`src/rtl/busarb_pkg.sv`:
```
// Shared types and width helpers for the round-robin bus arbiter.
package busarb_pkg;

  typedef enum logic [1:0] {
    StIdle,
    StGrant,
    StTurn
  } state_e;

  function automatic int unsigned ptr_width(input int unsigned n_req);
    return (n_req > 1) ? $clog2(n_req) : 1;
  endfunction

  function automatic int unsigned hold_width(input int unsigned max_hold);
    return (max_hold > 0) ? $clog2(max_hold + 1) : 1;
  endfunction

endpackage

```
`src/rtl/busarb_rr_pick.sv`:
```
// Rotate-priority picker: first asserted request at or after ptr, wrapping modulo N_REQ.
module busarb_rr_pick
  import busarb_pkg::*;
#(
  parameter int unsigned N_REQ = 4
) (
  input  logic [N_REQ-1:0]            req,
  input  logic [ptr_width(N_REQ)-1:0] ptr,
  output logic                        any,
  output logic [ptr_width(N_REQ)-1:0] idx
);

  localparam int unsigned PW = ptr_width(N_REQ);

  logic [PW-1:0] cand;

  always_comb begin
    any  = 1'b0;
    idx  = ptr;
    cand = ptr;
    for (int i = 0; i < int'(N_REQ); i++) begin
      cand = PW'((int'(ptr) + i) % int'(N_REQ));
      if (!any && req[cand]) begin
        any = 1'b1;
        idx = cand;
      end
    end
  end

endmodule

```
`src/rtl/busarb_rr_ctrl.sv`:
```
// Round-robin owner of a shared registered bus with a one-cycle turnaround between owners.
// Define BUSARB_HOLD_LIMIT_EN to force release after MAX_HOLD grant cycles while others wait.
module busarb_rr_ctrl
  import busarb_pkg::*;
#(
  parameter int unsigned N_REQ    = 4,
  parameter int unsigned W        = 8,
  parameter int unsigned MAX_HOLD = 16
) (
  input  logic               ck,
  input  logic               nrst,
  input  logic [N_REQ-1:0]   req,
  input  logic [N_REQ*W-1:0] data_i,
  output logic [N_REQ-1:0]   gnt,
  output logic [W-1:0]       q,
  output logic               q_vld,
  output logic               busy
);

  localparam int unsigned PW = ptr_width(N_REQ);

  if (N_REQ < 2 || MAX_HOLD < 1) begin : g_bad_params
    $error("busarb_rr_ctrl: need N_REQ >= 2 and MAX_HOLD >= 1");
  end

  state_e           state_q, state_d;
  logic [PW-1:0]    ptr_q, ptr_d;
  logic [PW-1:0]    owner_q, owner_d;
  logic [N_REQ-1:0] gnt_q, gnt_d;
  logic [W-1:0]     q_q, q_d;
  logic             q_vld_q, q_vld_d;
  logic             busy_q;

  logic             pick_any;
  logic [PW-1:0]    pick_idx;
  logic [W-1:0]     own_data;
  logic             own_req;
  logic             hold_fire;
  logic             release_bus;

  busarb_rr_pick #(
    .N_REQ(N_REQ)
  ) u_pick (
    .req(req),
    .ptr(ptr_q),
    .any(pick_any),
    .idx(pick_idx)
  );

  // gnt_q is one-hot of the owner throughout GRANT, so it doubles as the owner mask.
  assign own_req     = |(req & gnt_q);
  assign release_bus = !own_req || hold_fire;

  always_comb begin
    own_data = '0;
    for (int unsigned k = 0; k < N_REQ; k++) begin
      if (owner_q == PW'(k)) begin
        own_data = data_i[k*W +: W];
      end
    end
  end

`ifdef BUSARB_HOLD_LIMIT_EN
  localparam int unsigned HW = hold_width(MAX_HOLD);
  localparam logic [HW-1:0] HoldMax = HW'(MAX_HOLD);

  logic [HW-1:0] hold_q, hold_d;

  assign hold_fire = (hold_q == HoldMax) && |(req & ~gnt_q);

  always_comb begin
    hold_d = hold_q;
    if (state_q == StIdle && pick_any) begin
      hold_d = HW'(1);
    end else if (state_q == StGrant && hold_q != HoldMax) begin
      hold_d = hold_q + HW'(1);
    end
  end

  always_ff @(posedge ck or negedge nrst) begin
    if (!nrst) begin
      hold_q <= '0;
    end else begin
      hold_q <= hold_d;
    end
  end
`else
  assign hold_fire = 1'b0;
`endif

  // State register and all output/bookkeeping registers.
  always_ff @(posedge ck or negedge nrst) begin
    if (!nrst) begin
      state_q <= StIdle;
      ptr_q   <= '0;
      owner_q <= '0;
      gnt_q   <= '0;
      q_q     <= '0;
      q_vld_q <= 1'b0;
      busy_q  <= 1'b0;
    end else begin
      state_q <= state_d;
      ptr_q   <= ptr_d;
      owner_q <= owner_d;
      gnt_q   <= gnt_d;
      q_q     <= q_d;
      q_vld_q <= q_vld_d;
      busy_q  <= (state_d != StIdle);
    end
  end

  always_comb begin
    state_d = state_q;
    unique case (state_q)
      StIdle:  if (pick_any) state_d = StGrant;
      StGrant: if (release_bus) state_d = StTurn;
      StTurn:  state_d = StIdle;
      default: state_d = StIdle;
    endcase
  end

  always_comb begin
    gnt_d   = gnt_q;
    owner_d = owner_q;
    ptr_d   = ptr_q;
    q_d     = '0;
    q_vld_d = 1'b0;
    unique case (state_q)
      StIdle: begin
        if (pick_any) begin
          gnt_d   = N_REQ'(1) << pick_idx;
          owner_d = pick_idx;
        end
      end
      StGrant: begin
        // The exiting GRANT cycle still transfers owner data, hence the q_vld pulse on a
        // grant whose request has already gone away.
        q_d     = own_data;
        q_vld_d = 1'b1;
        if (release_bus) begin
          gnt_d = '0;
          ptr_d = (owner_q == PW'(N_REQ - 1)) ? '0 : owner_q + PW'(1);
        end
      end
      default: gnt_d = '0;
    endcase
  end

  assign gnt   = gnt_q;
  assign q     = q_q;
  assign q_vld = q_vld_q;
  assign busy  = busy_q;

endmodule

```
`config.mk`:
```
export PLATFORM = sky130hd
export DESIGN_NAME = busarb_rr_ctrl
export DESIGN_NICKNAME = d
export VERILOG_FILES = /design/src/rtl/busarb_pkg.sv /design/src/rtl/busarb_rr_pick.sv /design/src/rtl/busarb_rr_ctrl.sv
export SDC_FILE = /design/constraint.sdc
export NUM_CORES = 1
export LEC_CHECK = 0
export CORE_MARGIN = 4
export CORE_UTILIZATION = 41
export DETAILED_ROUTE_END_ITERATION = 8
export PLACE_DENSITY = 0.84
export SYNTH_ARGS = -nofsm -noshare
export SYNTH_HDL_FRONTEND = slang
export SYNTH_SLANG_ARGS = --single-unit
```
`constraint.sdc`:
```
create_clock -name ck -period 2.45 [get_ports ck]
set_clock_uncertainty 0.2 [all_clocks]
set_input_delay 0.245 -clock ck [delete_from_list [all_inputs] [get_ports ck]]
set_output_delay 0.245 -clock ck [all_outputs]
set_load 0.01 [all_outputs]
```
== After elaboration in Yosys (flattened, before gate mapping) ==
Cells that the tools add are included.

* Word-level logic and storage cells: 65
* Input bits: 38
* Bits in registers: 20
* Output and inout bits: 14

* Multiplexer cells: 28
* Bitwise logic cells: 2
* Order comparisons: 4
* Add/subtract/negate cells: 4
* Reduce and logical (&&, ||, !) cells: 13
* Eq/ne operators: 6
* Shift operators: 1

{| class="wikitable"
|+ Operator list
! operator !! count
|-
| 8-bit two-way mux || 5
|-
| 2-bit by 3-bit less-than comparator with 1-bit output (second input constant) || 4
|-
| 2-bit two-way mux || 6
|-
| 1-bit two-way mux || 9
|-
| 1-bit binary-select mux with 2-bit select || 4
|-
| 4-bit two-way mux || 2
|-
| 4-bit case mux with 2 select lines || 1
|-
| 2-bit AND reduction || 3
|-
| 2-bit by 1-bit adder with 2-bit output (second input constant) || 2
|-
| 2-bit adder (second input constant) || 2
|-
| 4-bit bitwise AND || 1
|-
| 2-bit by 1-bit == test with 1-bit output (second input constant) || 2
|-
| 2-bit == test (second input constant) || 2
|-
| 2-bit logical NOT || 2
|-
| 2-bit inequality test (second input constant) || 2
|-
| 2-bit case mux with 2 select lines || 1
|-
| 4-bit OR reduction || 1
|-
| 1-bit by 2-bit << shifter with 4-bit output (first input constant) || 1
|-
| 1-bit logical AND || 3
|-
| 1-bit logical NOT || 3
|-
| 2-bit nonzero test || 1
|-
| 1-bit inverter || 1
|}

== Depth between registers and ports, before layout ==
Gate-level depths: netlist of run 1.

* Depth after elaboration: 15
* Mapped depth: 8
* Mapped depth without buffers: 6

== Cells and area by module ==
A second synthesis of run 1 with hierarchy kept.

* Cell total of the unflattened synthesis: 136
* Area, all modules: 1229.9 µm²

{| class="wikitable"
|+ By module, submodules not included
! module !! area an instance (µm²) !! cells an instance !! sequential area each (µm²) !! times used
|-
| busarb_rr_ctrl || 1133.6 || 120 || 500.5 || 1
|-
| busarb_rr_pick || 96.3 || 16 || 0.0 || 1
|}

== Worst setup path before layout of run 1 ==
No wires, ideal clock.

* Path type: flip-flop to flip-flop
* From: register owner_q[0]
* To: register q_q[5], in the netlist q[5]
* Stages on the path, launching flop included: 7
* Path buffers: 1
* Data required time: 2.172 ns
* Clock period less this slack: 1.751 ns
* Slack: 0.699 ns
* Data arrival time: 1.473 ns
* Setup time: 0.078 ns
* Cells stage by stage: dfrtp_1 -> inv_1 -> ha_1 -> clkbuf_1 -> a221oi_1 -> a211o_1 -> a21oi_1

* Cells in the longest elaborated chain, start to end: 6
* Elaborated cells between the ends (all ways): 9
* Those cells by class: eq/ne: 3; mux: 5; reduce/logical: 1

{| class="wikitable"
|+ Ends and longest elaborated chain
! what !! line !! source
|-
| start: declaration || busarb_rr_ctrl.sv:28 || <nowiki>logic [PW-1:0] owner_q, owner_d;</nowiki>
|-
| start signal: assignment || busarb_rr_ctrl.sv:104 || <nowiki>owner_q <= owner_d;</nowiki>
|-
| 2-bit logical NOT || busarb_rr_ctrl.sv:57 || <nowiki>if (owner_q == PW'(k)) begin</nowiki>
|-
| 8-bit two-way mux (3 in series) || busarb_rr_ctrl.sv:57 ||
|-
| 8-bit two-way mux * || busarb_rr_ctrl.sv:57 ||
|-
| 8-bit two-way mux * || busarb_rr_ctrl.sv:128 || <nowiki>unique case (state_q)</nowiki>
|-
| named net q_d[5] || busarb_rr_ctrl.sv:30 || <nowiki>logic [W-1:0] q_q, q_d;</nowiki>
|-
| end signal: assignment || busarb_rr_ctrl.sv:106 || <nowiki>q_q <= q_d;</nowiki>
|-
| end: declaration || busarb_rr_ctrl.sv:30 ||
|}

The timed path passes the listed nets; every way through them passes the cells marked *.
A chain may end at the register's enable or synchronous reset.

== Worst setup path in the final report of run 1 ==
* From: register owner_q[1]
* To: register q_q[1], in the netlist q[1]

The elaborated chain is that of the path after synthesis.

==> results of run 1 <==
## through the flow
stage	util [%]	setup WS (ns)	cell area, um2	hold slack [ns]
6_report	66.9	0.369	1700	0.0625
5_1_grt	66.9	0.246	1700	0.0817
4_1_cts	66.9	0.386	1700	0.0739
3_5_place_dp	64.8	0.326	1650	0.330
3_3_place_gp	64.8	0.330	1650	0.318
2_1_floorplan	-	0.699	1120	-0.251
## logic make-up after synthesis
kind of cell,after synthesis,synth area share (%)
flip-flops,20,44.5
buffers and inverters,20,7.01
AO/OA/AOI/OAI,42,28.5
adder cells (fa/ha/maj),4,4.45
AND/OR/NAND/NOR,27,13.6
multiplexers,2,2.00
## state kept, by name (all words and copies together) (netlist names)
signal / flops
busy: 1
gnt: 4
owner_q: 2
ptr_q: 2
q: 8
q_vld: 1
state_q: 2
## cell usage after synthesis (2+ instances only)
cell / number
dfrtp_1: 20
nand2_1: 14
inv_1: 13
a211o_1: 9
a21oi_1: 9
a221oi_1: 7
clkbuf_1: 4
ha_1: 4
nor2_1: 4
a22o_1: 3
buf_2: 3
a211oi_1: 2
mux2_2: 2
nor2b_1: 2
o21ai_0: 2
o22ai_1: 2
o2bb2ai_1: 2
## how the worst min path moves through the flow
| stage | start | end | slack [ns] | cells after the start |
|---|---|---|---|---|
| floorplan | nrst | busy | -0.25 | 0 |
| global placement | owner_q[1] | owner_q[1] | 0.32 | 2 |
| detailed placement | gnt[1] | gnt[1] | 0.33 | 1 |
| CTS | nrst | q[4] | 0.07 | 2 |
| global route | nrst | q[6] | 0.08 | 2 |
| finish | nrst | owner_q[1] | 0.06 | 2 |
## metal layers
| layer | global-route usage (%) | share of wire (%) | wire length (um) | vias to the layer above |
|---|---|---|---|---|
| met5 | 0 | 0 | 0 | - |
| met1 | 20.6 | 42 | 1300 | 510 |
| met3 | 4.04 | 13 | 396 | 2 |
| met2 | 29.2 | 44 | 1360 | 60 |
| met4 | 6.33 | 0.46 | 14 | 0 |
| li1 | - | - | - | 517 |
## area by class of cell
cell class              instances  area share [%]
multi-input cells              75            32.0
repair buffers                 52            30.4
flip-flops and latches         20            29.4
inverters                      13            2.87
well taps                      30            2.20
clock inverters                 1            1.76
clock buffers                   3            1.32
## power by group
group          total [W]  internal (W)  switching (W)
combinational    0.00105      0.000558       0.000497
clock           0.000269      0.000165       0.000104
sequential      0.000597      0.000487       0.000110
==> run_results.csv, run 1 <==
group,metric,value,unit
clock_tree,clkSinkCount,20,
place,place_inst,190,
synthesis,synth-seq-cells,20,
synthesis,synthTopCellsByArea,"dfrtp_1 (44%), a211o_1 (7.0%), a221oi_1 (5.5%)",
clock_tree,postCtsHoldBufs,0,
cells_and_area,fillerInstances,195,
global_route,antenna_found_initial,0,
setup_path,cp-start-kind,"flip-flop",
place,hpwlAfterDp,2.35,mm
sta,finalHoldViolCount,0,
cells_and_area,nets,207,
pwr,p_per_area,1130,nW/um2
floorplanning,start_util,44.2,%
setup_path,startpoint,"owner_q[1]",
global_route,grt_pass1_vias,1049,
pwr,peakVddDrop,822,uV
floorplanning,core,2540,um2
clock_tree,clockBufferDepth,2,
pwr,power,0.00192,W
clock_tree,cts_tree,"done",
clock_tree,htree_levels,1,
setup_path,worst-path-buf-inv,1,
pwr,cellLeakagePower,0.765,nW
setup_path,required,2.47,ns
run,drv_cap,0,
synthesis,synth_cell_types,30,
route,drcViolationCount,0,
route,wl_per_cell,15.8,um
cells_and_area,multi_input_area,546,um2
clock_tree,cts_buffers,3,
global_route,grt_max_degree,21,
sta,fin_tns_setup,0,ns
clock_tree,insertion_delay,0.30,ns
synthesis,syn_avg_cell_area,9.78,um2
cells_and_area,drive_gt1_share,6.71,%
setup_path,r2r_end,"q[1]",
synthesis,synth_top_cell_area_share,44.5,%
route,drt-pass1-iter-count,4,
cells_and_area,final_common_cell,"clkdlybuf4s50_1",
place,place.gp.congestion,0.833,
synthesis,syn_nets,157,
sta,rsz0062_at_grt,"no",
global_route,grt_pass1_wl,4.64,mm
sta,fin_crit,2.08,ns
floorplanning,io_pins,52,
setup_path,path_delay_family,"compound AO/OA/AOI/OAI gates",
cells_and_area,regArea,500,um2
route,via_per_inst,5.61,
floorplanning,row_count,18,
cells_and_area,antenna_cells,0,
synthesis,yosys_warnings,0,
clock_tree,cts_resized,0,
clock_tree,root_buffer,"clkbuf_4",
synthesis,synth_edf_count,0,
route,totalWireLength,3.07,mm
synthesis,ys_seq_area_share,44.5,%
setup_path,path_cells,"inv_1 -> ha_1 -> nor2b_1 -> a221oi_1 -> a211o_1 -> a21oi_1",
synthesis,synthCells,115,
synthesis,async_flop_share,100,%
sta,drv_slew,0,
sta,maxSlewHeadroom,64.0,%
floorplanning,die_x,60.4,um
global_route,grt_overflow,0,
cells_and_area,final_cell_mix,"clkdlybuf4s50_1 (51), dfrtp_1 (20), nand2_1 (14)",
clock_tree,post_cts_buffers,0,
route,vias,1089,
route,drt_iter0_drc,40,
place,portBuffers,51,
synthesis,syn-cell-area,1120,um2
setup_path,ff2ff_setup_slack,0.37,ns
synthesis,yosys_most_used_dff,"dfrtp_1",
setup_path,critPathKind,"reg2reg",
setup_path,path_depth,6,
cells_and_area,syn_to_final_growth,51.4,%
sta,worst_slew_pin_slew,0.540,ns
setup_path,arrival,2.10,ns
setup_path,crit_path_end_kind,"flip-flop",
cells_and_area,stdcell_count,194,
status,status,"complete, no violations",
min_path,hold_class,"in2async",
sta,clock.fmax,480,MHz
floorplanning,die-height,60.4,um
setup_path,slowest_delay,0.42,ns
setup_path,crit_end,"q[1]",
global_route,grt_usage,17.0,%
floorplanning,die_area,3650,um2
setup_path,slowest_stage,"dfrtp_1",
synthesis,yosysTopAreaCell,"dfrtp_1",
clock_tree,clkTransAtPathRegs,0.12,ns
sta,fin_crit_sh,85.0,%
sta,setup_viol,0,
setup_path,path_max_fanout,10,
setup_path,r2r_cells,6,
setup_path,r2r-start,"owner_q[1]",
route,ant_nets,0,
Power figures use the tool's default switching activity.
==> run 2, diff against run 1 <==
--- a/config.mk
+++ b/config.mk
@@ -6,9 +6,9 @@
 export NUM_CORES = 1
 export LEC_CHECK = 0
 export CORE_MARGIN = 4
-export CORE_UTILIZATION = 41
+export CORE_UTILIZATION = 37
 export DETAILED_ROUTE_END_ITERATION = 8
-export PLACE_DENSITY = 0.84
+export PLACE_DENSITY = 0.8
 export SYNTH_ARGS = -nofsm -noshare
 export SYNTH_HDL_FRONTEND = slang
 export SYNTH_SLANG_ARGS = --single-unit
==> constraint.sdc (replaced) <==
create_clock -name ck -period 1.75 [get_ports ck]
set_clock_uncertainty 0.2 [all_clocks]
set_input_delay 0.175 -clock ck [delete_from_list [all_inputs] [get_ports ck]]
set_output_delay 0.175 -clock ck [all_outputs]
set_load 0.01 [all_outputs]
==> run 2 against run 1 <==
Compared with the run above:
- register-to-register slack worse by 0.32 ns
- design area up 14%
- via count grew 2.9%
- critical endpoint is now gnt[2]
- highest routed layer is now met3
- core utilization increased by 1.7 points
- sequential power up 44%
- count of clock-buffer cells in the layout unchanged
- maximum frequency grew 22%
- clock power is 23% lower
- power rose by 60%
- die area grew 9.3%
==> run_results.csv, run 2 (synthesis gave the netlist of run 1 again) <==
group,metric,value,unit
cells_and_area,stdcell_count,209,
pwr,p_sw_share,39.4,%
setup_path,crit_path_end_kind,"flip-flop",
place,place.gp.congestion,0.899,
route,met3_length,235,um
setup_path,critPathKind,"reg2reg",
place,post-place-ws,-0.213,ns
pwr,cellLeakagePower,0.870,nW
cells_and_area,final_common_cell,"clkdlybuf4s50_1",
setup_path,r2r_end,"gnt[2]",
cells_and_area,final_cell_mix,"clkdlybuf4s50_1 (49), dfrtp_1 (19), buf_4 (15)",
clock_tree,cts_buffers,3,
clock_tree,clkSinkCount,20,
min_path,hold_class,"in2async",
route,drcViolationCount,0,
place,portBuffers,51,
sta,layout_setup_ws,0.0441,ns
global_route,grt_overflow,0,
global_route,grt_max_degree,21,
route,totalWireLength,3.29,mm
clock_tree,clockBufferDepth,2,
global_route,grt_pass1_vias,1169,
cells_and_area,final_core_util,68.6,%
route,wl_met1,1.48,mm
route,drt_iter0_drc,66,
setup_path,cp-start-kind,"flip-flop",
setup_path,path_max_fanout,8,
sta,fin_crit,1.71,ns
sta,drv_slew,0,
pwr,power_frac_comb,65.3,%
route,top_layer,"met3",
route,wl_per_cell,15.8,um
pwr,power.switching,0.00121,W
route,wl_met2,1.57,mm
sta,clock.fmax,586,MHz
global_route,grt_pass1_wl,5.26,mm
route,drt-pass1-iter-count,4,
floorplanning,die-height,63.1,um
floorplanning,row_count,19,
pwr,clock_power_share,6.7,%
sta,fin_tns_setup,0,ns
cells_and_area,drive_gt1_share,27.0,%
floorplanning,start_util,39.8,%
floorplanning,die_area,3990,um2
pwr,internal_power,0.00186,W
setup_path,r2r_cells,4,
clock_tree,cts_tree,"done",
clock_tree,htree_levels,1,
clock_tree,postCtsHoldBufs,0,
sta,maxSlewHeadroom,72.7,%
sta,setup_viol,0,
sta,fin_crit_sh,97.5,%
sta,finalHoldViolCount,0,
run,drv_cap,0,
clock_tree,insertion_delay,0.29,ns
route,vias,1121,
place,place_inst,207,
place,hpwlAfterDp,2.52,mm
pwr,peakVddDrop,875,uV
global_route,grt_usage,16.3,%
global_route,antenna_found_initial,0,
sta,hold_ws,0.00715,ns
setup_path,required,1.74,ns
pwr,p_per_area,1580,nW/um2
cells_and_area,syn_to_final_growth,72.5,%
floorplanning,die_x,63.1,um
clock_tree,root_buffer,"clkbuf_4",
clock_tree,clkTransAtPathRegs,0.10,ns
status,status,"complete, no violations",
route,via_per_inst,5.36,
sta,worst_slew_pin_slew,0.409,ns
pwr,power_frac_seq,28.0,%
cells_and_area,nets,222,
floorplanning,core,2830,um2
cells_and_area,largest_register_ffs,8,
route,ant_nets,0,
floorplanning,io_pins,52,
setup_path,ff2ff_setup_slack,0.04,ns
setup_path,arrival,1.69,ns
cells_and_area,antenna_cells,0,
setup_path,r2r-start,"ptr_q[1]",
-- run 2: cell types whose count changed in the layout (fill, tap and decap cells not counted), sizes merged --
cell / before / now
clkdlybuf4s50: 51 / 49
bufinv: 1 / 0
dlymetal6s2s: 0 / 2
buf: 1 / 16
-- run 2: metrics by stage --
step                      total power (W)  area [um2]
after floorplan                   0.00175        1130
after global placement            0.00249        1770
after detailed placement          0.00257        1770
after CTS                         0.00283        1810
after global routing              0.00328        1940
final                             0.00307        1940
-- run 2: cell type report --
| cell class | instances | area, um2 |
|---|---|---|
| well taps | 31 | 38.8 |
| inverters | 13 | 48.8 |
| repair buffers | 67 | 639 |
| multi-input cells | 75 | 689 |
| flip-flops and latches | 20 | 502 |
| fillers | 204 | 888 |
| clock buffers | 3 | 22.5 |
-- run 2: worst max-delay path: stages (launching register included) --
cell	delay, ns
dfrtp_1	0.49
nor3b_1	0.19
a211o_1	0.31
o22a_1	0.23
a22o_1	0.18
-- run 2: worst max path at each step --
stage	start	endpoint	slack [ns]
finish	ptr_q[1]	gnt[2]	0.04
global route	owner_q[0]	q[3]	-0.001
detailed placement	req[3]	gnt[2]	-0.21
CTS	gnt[0]	gnt[2]	0.008
global placement	req[1]	gnt[3]	-0.15
floorplan	owner_q[0]	q[0]	0.02
-- run 2: power groups by stage --
stage               sequential, W  clock [W]  combinational, W
global route             0.000888   0.000233           0.00215
detailed placement       0.000839          0           0.00174
finish                   0.000860   0.000206           0.00200
global placement         0.000831          0           0.00166
floorplan                0.000897          0          0.000854
CTS                      0.000833   0.000217           0.00178
-- run 2: what timing repair did --
item / in CTS / in global routing
pin swaps: 0 / 23
endpoints found under the setup margin: 9 / 15
gates resized for setup: 5 / 27
cloned: 0 / 0
setup buffers: 0 / 1
-- run 2: metal layers --
layer / track usage, % / vias up
met4: 4.68 / 0
met1: 19.9 / 532
li1: - / 542
met2: 27.0 / 47
met3: 5.51 / 0
met5: 0 / -
